==> config.mk <==
export PLATFORM = sky130hd
export DESIGN_NAME = clb_cfg_sequencer
export DESIGN_NICKNAME = d
export VERILOG_FILES = /design/src/rtl/clb_cfg_sequencer.sv
export SDC_FILE = /design/constraint.sdc
export NUM_CORES = 1
export LEC_CHECK = 0
export BUFFER_PORTS_ARGS = -buffer_cell sky130_fd_sc_hd__buf_4
export CAP_MARGIN = 20
export CORE_MARGIN = 5
export CORE_UTILIZATION = 45
export DETAILED_ROUTE_END_ITERATION = 6
export PLACE_DENSITY_LB_ADDON = 0.15
export SYNTH_ARGS = -nofsm -noshare
export SYNTH_HDL_FRONTEND = slang
export SYNTH_SLANG_ARGS = --single-unit
==> constraint.sdc <==
create_clock -name clk -period 4.9 [get_ports clk]
set_clock_uncertainty 0.05 [all_clocks]
set_input_delay 0.98 -clock clk [delete_from_list [all_inputs] [get_ports clk]]
set_output_delay 0.98 -clock clk [all_outputs]
set_load 0.05 [all_outputs]
==> src/rtl/clb_cfg_sequencer.sv <==
// Configuration sequencer for the CLB array: walks the CLBs in index order, routes the
// fabric bitstream to the selected CLB, polices tlast framing and stalls, then releases run.
module clb_cfg_sequencer #(
  parameter int NUM_CLBS             = 4,
  parameter int BITSTREAM_DATA_WIDTH = 1,
  parameter int TIMEOUT_CYCLES       = 1024,
  parameter int IDX_W                = (NUM_CLBS > 1) ? $clog2(NUM_CLBS) : 1
) (
  input  logic                            clk,
  input  logic                            rst_n,
  input  logic                            start,
  input  logic                            s_tvalid,
  input  logic [BITSTREAM_DATA_WIDTH-1:0] s_tdata,
  input  logic                            s_tlast,
  output logic                            s_tready,
  output logic [NUM_CLBS-1:0]             clb_cfg,
  output logic [NUM_CLBS-1:0]             clb_tvalid,
  output logic [BITSTREAM_DATA_WIDTH-1:0] clb_tdata,
  output logic                            clb_tlast,
  input  logic [NUM_CLBS-1:0]             clb_tready,
  input  logic [NUM_CLBS-1:0]             clb_cfg_ready,
  input  logic                            run_req,
  output logic                            clb_run,
  output logic                            busy,
  output logic                            done,
  output logic [1:0]                      error,
  output logic [IDX_W-1:0]                clb_idx
);

  localparam int CNT_W = (TIMEOUT_CYCLES > 1) ? $clog2(TIMEOUT_CYCLES) : 1;
  localparam logic [CNT_W-1:0]    CNT_MAX  = CNT_W'(TIMEOUT_CYCLES - 1);
  localparam logic [IDX_W-1:0]    IDX_LAST = IDX_W'(NUM_CLBS - 1);
  localparam logic [NUM_CLBS-1:0] ONE_HOT0 = NUM_CLBS'(1);

  typedef enum logic [2:0] {
    ST_IDLE   = 3'd0,
    ST_SELECT = 3'd1,
    ST_STREAM = 3'd2,
    ST_DONE   = 3'd3,
    ST_ERROR  = 3'd4
  } state_t;

  state_t           state_q, state_d;
  logic [IDX_W-1:0] clb_idx_q, clb_idx_d;
  logic [CNT_W-1:0] cnt_q, cnt_d;
  logic             beat_seen_q, beat_seen_d;
  logic             tlast_seen_q, tlast_seen_d;
  logic [1:0]       error_q, error_d;

  logic                in_stream_s;
  logic                is_last_s;
  logic                xfer_s;
  logic                beat_eff_s;
  logic                tlast_eff_s;
  logic                complete_s;
  logic                early_tlast_s;
  logic                timeout_s;
  logic [NUM_CLBS-1:0] sel_oh_s;

  // Datapath qualifiers; rst_n gating keeps a beat from being taken in the reset cycle
  always_comb begin
    sel_oh_s      = ONE_HOT0 << clb_idx_q;
    in_stream_s   = rst_n && (state_q == ST_STREAM);
    is_last_s     = (clb_idx_q == IDX_LAST);
    xfer_s        = in_stream_s && s_tvalid && clb_tready[clb_idx_q];
    beat_eff_s    = beat_seen_q || xfer_s;
    tlast_eff_s   = tlast_seen_q || (xfer_s && s_tlast && is_last_s);
    complete_s    = in_stream_s && clb_cfg_ready[clb_idx_q] && beat_eff_s;
    early_tlast_s = xfer_s && s_tlast && !is_last_s;
    timeout_s     = in_stream_s && !xfer_s && (cnt_q == CNT_MAX);
  end

  // Next-state logic; completion outranks early tlast, which outranks timeout
  always_comb begin
    state_d      = state_q;
    clb_idx_d    = clb_idx_q;
    cnt_d        = cnt_q;
    beat_seen_d  = beat_seen_q;
    tlast_seen_d = tlast_seen_q;
    error_d      = error_q;
    case (state_q)
      ST_IDLE, ST_DONE, ST_ERROR: begin
        if (start) begin
          state_d      = ST_SELECT;
          clb_idx_d    = '0;
          error_d      = 2'd0;
          tlast_seen_d = 1'b0;
        end else begin
          state_d = state_q;
        end
      end
      ST_SELECT: begin
        beat_seen_d = 1'b0;
        cnt_d       = '0;
        state_d     = ST_STREAM;
      end
      ST_STREAM: begin
        if (xfer_s) begin
          beat_seen_d = 1'b1;
          cnt_d       = '0;
        end else if (cnt_q != CNT_MAX) begin
          cnt_d = cnt_q + CNT_W'(1);
        end else begin
          cnt_d = cnt_q;
        end
        tlast_seen_d = tlast_eff_s;
        if (complete_s) begin
          if (!is_last_s) begin
            clb_idx_d = clb_idx_q + IDX_W'(1);
            state_d   = ST_SELECT;
          end else if (tlast_eff_s) begin
            state_d = ST_DONE;
          end else begin
            error_d = 2'd3;
            state_d = ST_ERROR;
          end
        end else if (early_tlast_s) begin
          error_d = 2'd1;
          state_d = ST_ERROR;
        end else if (timeout_s) begin
          error_d = 2'd2;
          state_d = ST_ERROR;
        end else begin
          state_d = ST_STREAM;
        end
      end
      default: begin
        state_d = ST_IDLE;
      end
    endcase
  end

  // State and context registers, synchronous active-low reset
  always_ff @(posedge clk) begin
    if (!rst_n) begin
      state_q      <= ST_IDLE;
      clb_idx_q    <= '0;
      cnt_q        <= '0;
      beat_seen_q  <= 1'b0;
      tlast_seen_q <= 1'b0;
      error_q      <= 2'd0;
    end else begin
      state_q      <= state_d;
      clb_idx_q    <= clb_idx_d;
      cnt_q        <= cnt_d;
      beat_seen_q  <= beat_seen_d;
      tlast_seen_q <= tlast_seen_d;
      error_q      <= error_d;
    end
  end

  // Output decode: zero-latency stream routing to the selected CLB only
  always_comb begin
    s_tready   = in_stream_s && clb_tready[clb_idx_q];
    clb_tvalid = (in_stream_s && s_tvalid) ? sel_oh_s : '0;
    clb_cfg    = (rst_n && (state_q == ST_SELECT)) ? sel_oh_s : '0;
    clb_tdata  = s_tdata;
    clb_tlast  = s_tlast;
    clb_run    = rst_n && run_req && (state_q == ST_DONE);
    busy       = (state_q == ST_SELECT) || (state_q == ST_STREAM);
    done       = (state_q == ST_DONE);
    error      = error_q;
    clb_idx    = clb_idx_q;
  end

endmodule

======== Yosys cells after proc, flatten, opt, wreduce, memory -nomap -nowiden ========
Index checks and enable logic that the tools add are counted.
operators by class
  $add $sub $neg .......................... 2
  $lt $le $gt $ge ......................... 1
  eq/ne operators ......................... 15
  shifts and indexed selects .............. 1
  muxes and demuxes ....................... 30
  reductions and logical operators ........ 28
operator list
  cell                                                               number
  10-bit two-way mux                                                 2
  10-bit case mux with 2 select lines                                1
  3-bit two-way mux                                                  6
  2-bit two-way mux                                                  8
  1-bit logical AND                                                  14
  10-bit by 1-bit adder with 10-bit output, second input constant    1
  10-bit == test, second input constant                              1
  10-bit != test, second input constant                              1
  3-bit case mux with 3 select lines                                 1
  4-bit two-way mux                                                  2
  2-bit != test, second input constant                               4
  2-bit case mux with 2 select lines                                 2
  3-bit by 2-bit == test with 1-bit output, second input constant    2
  3-bit != test, second input constant                               2
  2-bit AND reduction                                                3
  5-bit AND reduction                                                1
  1-bit binary-select mux with 2-bit select                          2
  1-bit two-way mux                                                  4
  4-bit != test, second input constant                               1
  1-bit case mux with 2 select lines                                 2
  4-bit AND reduction                                                1
  2-bit nonzero test                                                 2
  1-bit by 2-bit << shifter with 4-bit output, first input constant  1
  3-bit by 1-bit == test with 1-bit output, second input constant    1
  9 further kinds                                                    12
word-level totals
  register bits after elaboration ......... 19
  bits of input ports ..................... 15
  output and inout port bits .............. 18
  logic and storage cells ................. 83

======== Longest topological paths before layout ========
Gate-level depths: netlist (run 1).
  depth in word-level cells ............... 11
  mapped depth ............................ 8

======== Worst setup path after synthesis (run 1) ========
No wires, ideal clock.
  kind .................................... input-to-output
  start ................................... in rst_n
  end ..................................... out clb_cfg[0]
  arrival ................................. 2003 ps
  required time ........................... 3870 ps
  path slack .............................. 1867 ps
  cell stages on the path ................. 4
  path buffers ............................ 1
  path through ............................ clkbuf_1 -> inv_1 -> nor2_1 -> and2_1
between the ends
  word-level cells in the longest chain between the ends .. 2
ends and longest elaborated chain
  what                line  text
  start: declaration  10    input logic rst_n,
  1-bit logical AND   156   clb_cfg = (rst_n && (state_q == ST_SELECT)) ? sel_oh_s : '0;
  4-bit two-way mux   156
  end: declaration    16    output logic [NUM_CLBS-1:0] clb_cfg,
No other way between the ends.

======== Worst setup path in the final report (run 1) ========
  start ................................... in clb_tready[3]
  end ..................................... out s_tready
between the ends
  word-level cells in the longest chain between the ends .. 3
ends and longest elaborated chain
  what                                       line  text
  start: declaration                         20    input logic [NUM_CLBS-1:0] clb_tready,
  1-bit binary-select mux with 2-bit select  154   s_tready = in_stream_s && clb_tready[clb_idx_q];
  1-bit two-way mux (not written as such)    154
  1-bit logical AND                          154
  end: declaration                           15    output logic s_tready,
No other way between the ends. The select of a mux whose other input is x is not followed.

==> results of run 1 <==
[state kept, by name, summed over array words and instances (netlist names)]
signal	flops
state_q	3
tlast_seen_q	1
error	2
beat_seen_q	1
cnt_q	10
clb_idx	2
[cell usage after synthesis, drive strengths merged (3+ instances only)]
cell type   n  area share [%]
dfxtp      19              30
nor2       14             4.1
nand3      10             5.9
nand2       9             2.6
and2        8             3.9
and3        8             3.9
inv         8             2.3
o21ai       7             2.7
xor2        7             4.8
a21oi       6             2.6
buf         5             3.3
ha          5             4.9
nand2b      5             2.4
nand4       5             2.4
o22ai       4             2.4
a22oi       3             1.8
a31oi       3             1.5
nor3        3             1.2
[per-stage QoR]
step	hold slack [ns]	cell area [um2]	std cells	total power, mW
2_1_floorplan	0.433	1280	151	0.255
3_3_place_gp	0.440	1500	205	0.277
3_5_place_dp	0.463	1500	205	0.279
4_1_cts	0.482	1520	209	0.361
5_1_grt	0.507	1530	210	0.384
6_report	0.472	1530	210	0.358
[cells in the final DEF (no fill, tap or decap), types with 2 or more instances in the layout]
cell type  count
buf_4         30
dfxtp_1       19
nor2_1        14
nand2_1        9
inv_1          8
and2_1         8
and3_1         8
xor2_1         7
o21ai_0        6
nand2b_1       5
nand4_1        5
nand3_1        5
a21oi_1        5
nand3_2        5
ha_1           5
a31oi_1        3
o22ai_1        3
nor3_1         3
a22oi_1        3
clkbuf_4       3
or3_1          2
mux4_2         2
mux2i_1        2
[final cells by class]
class                           instances  area (um2)
Multi-Input combinational cell        117         822
Tap cell                               31        38.8
Clock inverter                          1        5.00
Fill cell                             250        1200
Timing Repair Buffer                   31         230
Sequential cell                        19         380
Clock buffer                            3        22.5
Inverter                                8        30.0
[power breakdown]
| group | switching, mW | internal (mW) | total, mW |
|---|---|---|---|
| Clock | 0.0505 | 0.0304 | 0.0809 |
| Sequential | 0.00888 | 0.161 | 0.169 |
| Combinational | 0.0697 | 0.0384 | 0.108 |
| Total | 0.129 | 0.229 | 0.358 |
[metal layers]
| layer | routed length, um | up-vias | part of all wire (%) |
|---|---|---|---|
| li1 | - | 594 | - |
| met3 | 130 | 6 | 4.2 |
| met5 | 0 | - | 0 |
| met2 | 1590 | 25 | 52 |
| met1 | 1310 | 558 | 42 |
| met4 | 52 | 0 | 1.7 |
[kinds of logic (layout without fill, tap and decap cells)]
group,Yosys count,count (layout)
flip-flops,19,19
AO/OA/AOI/OAI,28,28
buffers and inverters,15,43
adder cells (fa/ha/maj),5,5
multiplexers,4,4
AND/OR/NAND/NOR,72,72
XOR/XNOR,8,8
[worst max-delay path: cells and delay by family]
family / cells / cell delay (ns)
AND/OR/NAND/NOR: 1 / 0.21
buffers and inverters: 2 / 0.29
multiplexers: 1 / 0.53
[path summary, 6_finish.rpt]
| kind | cells past startpoint | slack (ns) | start | end |
|---|---|---|---|---|
| setup / recovery | 4 | 1.85 | clb_tready[3] | s_tready |
| hold / removal | 2 | 0.47 | error[0]$_SDFFE_PN0P_ | error[0]$_SDFFE_PN0P_ |
| setup reg to reg | 6 | 2.43 | clb_idx[0]$_SDFFE_PN0P_ | cnt_q[3]$_SDFFE_PN0P_ |
| hold reg to reg | 2 | 0.47 | error[0]$_SDFFE_PN0P_ | error[0]$_SDFFE_PN0P_ |
==> results.py, run 1 <==
metrics = {
    "route": {
        "drtPass1Iterations": 4,
        "viasPerCell": 5.63,
        "wire_per_inst_um": 14.7,
        "drc": 0,
        "antenna_left": 0,
        "vias": 1183,
        "routed_wirelength_mm": 3.08,
        "drt_iter0_markers": 35,
    },
    "sta": {
        "finalHoldViolations": 0,
        "fmax_mhz": 328,
        "finalSetupViolCount": 0,
        "rsz0062_at_grt": "false",
        "drv_slew": 0,
        "tns_ns": 0,
        "relSlewSlack_pct": 32.3,
        "worst_slack_ns": 1.85,
        "period_needed_ns": 3.05,
        "fin_crit_sh_pct": 62.2,
        "worst-slew-pin-transition_ns": 1.01,
    },
    "clock_tree": {
        "cts.sinks": 19,
        "clkLatencyLatePin_ns": 0.30,
        "clockBufferDepth": 2,
        "post_cts_buffers": 0,
        "cts_resized": 0,
        "clock-root-buffer": "clkbuf_4",
        "cts_buffers": 3,
        "path_clk_slew_ns": 0.12,
        "cts_tree": "yes",
        "cts_max_level": 1,
        "cts_hold_buf": 0,
    },
    "critical_path": {
        "cp_slowest_cell": "mux4_2",
        "cpMostUsedCell": "buf_4",
        "path_class": "primary input to output port",
        "worst-path-max-fanout": 5,
        "cp.arrival_ns": 2.02,
        "cp-start-kind": "primary input",
        "endpoint_kind": "output port",
        "cp_cell_sequence": "buf_4 > mux4_2 > and3_1 > buf_4",
        "required_ns": 3.87,
        "critPathMaxStageDelay_ns": 0.53,
    },
    "power": {
        "power_density_nw_per_um2": 234,
        "p_leak_nw": 0.640,
        "ir_drop_v": 0.000192,
    },
    "logic_synthesis": {
        "ys.flop_type": "dfxtp_1",
        "synth_edf_count": 0,
        "syn_nets": 171,
        "synth-seq-cells": 19,
        "yosys.area_share.simple_pct": 33.9,
        "postSynthAreaPerCell_um2": 8.49,
        "synthCells": 151,
        "syn-cell-area_um2": 1280,
        "ys_async_sr_fraction_pct": 0,
        "synth_top_family_by_area": "simple AND/OR/NAND/NOR gates",
        "synth-compound-area-share_pct": 14.8,
        "synth_cell_types": 42,
        "synthMuxAreaShare_pct": 5.07,
        "ys_warn_count": 0,
        "synthAdderAreaFrac_pct": 4.88,
        "synth-xor-area-share_pct": 5.46,
        "yosysSeqAreaShare_pct": 29.7,
    },
    "die": {
        "dieArea_um2": 4020,
        "core_area_um2": 2730,
        "num_rows": 19,
        "die_w_um": 63.4,
        "io_pins": 33,
        "die_y_um": 63.4,
        "start_util_pct": 46.9,
    },
    "grt": {
        "grt_use_met2_pct": 26.6,
        "antenna_found_initial": 0,
        "grt_pass1_vias": 1188,
        "grt_start_max_net_pins": 12,
        "overflow": 0,
        "grt_busiest_layer": "met2",
        "grtUsageMet1_pct": 18.8,
        "grt_usage_pct": 15.8,
        "use_met3_pct": 3.91,
        "grt_pass1_wl_mm": 5.20,
    },
    "job": {
        "cap_viol_max_count": 0,
    },
    "placed_design": {
        "io_buffers": 30,
        "post-dp-hpwl_mm": 2.45,
        "gp_congestion": 0.795,
        "place_ws_ns": 1.86,
    },
    "finish": {
        "drive_gt1_share_pct": 28.5,
        "antenna_cells": 0,
        "nets": 200,
        "utilization_pct": 55.9,
        "areaGrowthSynthToFinish_pct": 19.2,
    },
    "hold_path": {
        "hold_class": "register to register",
    },
    "run_status": {
        "status": "completed",
    },
}
(Power assumes the default switching activity.)
==> run 2: changes to the inputs <==
Settings changed: ABC_AREA set to 1.
Clock period 4.9 ns to 2.5 ns, I/O delays scaled along.
==> run 2 against run 1 <==
Net effect:
- first-iteration DRC count rose by 83%
- via count is 17% higher
- clock-buffer cell count is the same
- critical endpoint is now clb_cfg[2]
- largest power group is now combinational cells
==> results.py, run 2 <==
metrics = {
    "logic_synthesis": {
        "ys_async_sr_fraction_pct": 0,
        "synthCells": 217,
        "synth-seq-cells": 19,
        "yosysSeqAreaShare_pct": 27.9,
        "ys_warn_count": 0,
        "syn-cell-area_um2": 1360,
        "synth_top_area_share_pct": 27.9,
        "yosysTopAreaCell": "dfxtp_1",
        "synth_edf_count": 0,
        "synth_most_common_cell": "nand2_1",
        "syn_nets": 237,
        "postSynthAreaPerCell_um2": 6.27,
        "synth_commonest_cells": "54 x nand2_1, 36 x inv_1, 29 x nor2_1",
        "synth_cell_types": 24,
        "ys.flop_type": "dfxtp_1",
        "synth.area.top_cells": "dfxtp_1 28%, nand2_1 15%, inv_1 9.9%",
    },
    "route": {
        "vias": 1384,
        "antenna_left": 0,
        "drc": 0,
        "viasPerCell": 4.93,
        "drt_iter0_markers": 64,
        "routed_wirelength_mm": 3.02,
        "drtPass1Iterations": 4,
        "wire_per_inst_um": 10.7,
    },
    "clock_tree": {
        "post_cts_buffers": 0,
        "cts_tree": "yes",
        "clockBufferDepth": 2,
        "cts_max_level": 1,
        "clkLatencyLatePin_ns": 0.29,
        "cts_buffers": 3,
        "path_clk_slew_ns": 0.11,
        "cts_resized": 0,
        "clock-root-buffer": "clkbuf_4",
        "cts_hold_buf": 0,
        "cts.sinks": 19,
    },
    "die": {
        "io_pins": 33,
        "num_rows": 20,
        "core_area_um2": 2980,
        "dieArea_um2": 4230,
        "die_y_um": 65,
        "start_util_pct": 45.7,
        "die_w_um": 65,
    },
    "placed_design": {
        "io_buffers": 30,
        "place_ws_ns": 0.534,
        "post-dp-hpwl_mm": 2.44,
        "dpl_cell_area_um2": 1600,
        "gp_congestion": 0.876,
        "dp.cells": 277,
    },
    "sta": {
        "fmax_mhz": 449,
        "worst-slew-pin-transition_ns": 0.476,
        "tns_ns": 0,
        "period_needed_ns": 2.23,
        "finalHoldViolations": 0,
        "drv_slew": 0,
        "relSlewSlack_pct": 68.0,
        "fin_crit_sh_pct": 89.1,
        "finalSetupViolCount": 0,
        "rsz0062_at_grt": "false",
        "worst_slack_ns": 0.273,
    },
    "power": {
        "ir_drop_v": 0.000303,
        "p_leak_nw": 0.777,
        "power_density_nw_per_um2": 534,
    },
    "critical_path": {
        "cp-start-kind": "register",
        "critPathTopFamily": "simple AND/OR/NAND/NOR gates",
        "path_class": "register to output port",
        "cp_slowest_cell": "nor3_1",
        "cp.arrival_ns": 1.68,
        "worst-path-max-fanout": 4,
        "path_buf_inv": 2,
        "required_ns": 1.95,
        "critPathMaxStageDelay_ns": 0.40,
        "endpoint_kind": "output port",
        "cp_cell_sequence": "inv_1 > nor3_1 > nand2_1 > nor2_1 > buf_4",
    },
    "grt": {
        "grt_start_max_net_pins": 12,
        "grt_pass1_wl_mm": 5.22,
        "grt_usage_pct": 15.1,
        "antenna_found_initial": 0,
        "overflow": 0,
        "grt_pass1_vias": 1257,
    },
    "run_status": {
        "status": "completed",
    },
    "finish": {
        "fill_cells": 309,
        "antenna_cells": 0,
        "finalNonFillerCells": 281,
        "layout_common_cells": "54 x nand2_1, 36 x inv_1, 32 x buf_4",
        "final_common_cell": "nand2_1",
        "top_regs": "cnt_q x10, state_q x3",
        "nets": 269,
        "top_register": "cnt_q",
        "drive_gt1_share_pct": 21.0,
        "design_area_um2": 1630,
        "largest_reg_flops": 10,
        "areaGrowthSynthToFinish_pct": 19.7,
    },
    "job": {
        "cap_viol_max_count": 0,
    },
    "hold_path": {
        "hold_class": "register to register",
    },
}
## run 2: layout make-up
| cell class | count | area [um2] | share of cell area, % |
|---|---|---|---|
| Sequential cell | 19 | 380 | 23.3 |
| Inverter | 39 | 146 | 8.99 |
| Multi-Input combinational cell | 154 | 793 | 48.7 |
| Clock buffer | 3 | 22.5 | 1.38 |
| Tap cell | 33 | 41.3 | 2.53 |
| Clock inverter | 1 | 5.00 | 0.307 |
| Timing Repair Buffer | 32 | 240 | 14.7 |
## run 2: metrics by stage
stage	hold slack, ns	total power [mW]	util (%)
6_report	0.406	0.869	54.7
5_1_grt	0.446	0.936	54.7
4_1_cts	0.410	0.882	54.7
3_5_place_dp	0.393	0.724	53.8
3_3_place_gp	0.392	0.724	53.8
2_1_floorplan	0.378	0.636	-
## run 2: routing by layer
| metal | routed length [um] | track usage (%) | share of wire, % | vias to the layer above |
|---|---|---|---|---|
| li1 | - | - | - | 738 |
| met1 | 1390 | 19.3 | 46 | 614 |
| met2 | 1430 | 26.8 | 47 | 30 |
| met3 | 188 | 2.25 | 6.2 | 2 |
| met4 | 12 | 3.17 | 0.40 | 0 |
| met5 | 0 | 0 | 0 | - |
## run 2: power by group
| part | switching, mW | internal, mW |
|---|---|---|
| Combinational | 0.247 | 0.118 |
| Sequential | 0.0239 | 0.326 |
| Clock | 0.0949 | 0.0595 |
| Total | 0.366 | 0.503 |
## run 2: cells by family (layout without fill, tap and decap cells)
group	Yosys count	after routing	synth area share, %
AND/OR/NAND/NOR	119	119	40.0
buffers and inverters	44	75	13.8
AO/OA/AOI/OAI	28	28	12.4
flip-flops	19	19	27.9
adder cells (fa/ha/maj)	5	5	4.60
XOR/XNOR	2	2	1.29
## run 2: worst min-delay path, delay by kind of cell, from the launching register on
kind | cells | cell delay [ns]
DFF | 1 | 0.32
AOI/OAI and AO/OA | 1 | 0.05
buffers and inverters | 1 | 0.04
## run 2: final timing paths
| path | startpoint | depth (start not counted) | slack (ns) | endpoint |
|---|---|---|---|---|
| worst max-delay path | state_q[0]$_SDFFE_PN0P_ | 5 | 0.27 | clb_cfg[2] |
| worst min-delay path | cnt_q[6]$_SDFFE_PN0P_ | 2 | 0.41 | cnt_q[6]$_SDFFE_PN0P_ |
| worst min register to register | cnt_q[6]$_SDFFE_PN0P_ | 2 | 0.41 | cnt_q[6]$_SDFFE_PN0P_ |
| worst max register to register | cnt_q[0]$_SDFFE_PN0P_ | 11 | 0.51 | cnt_q[4]$_SDFFE_PN0P_ |
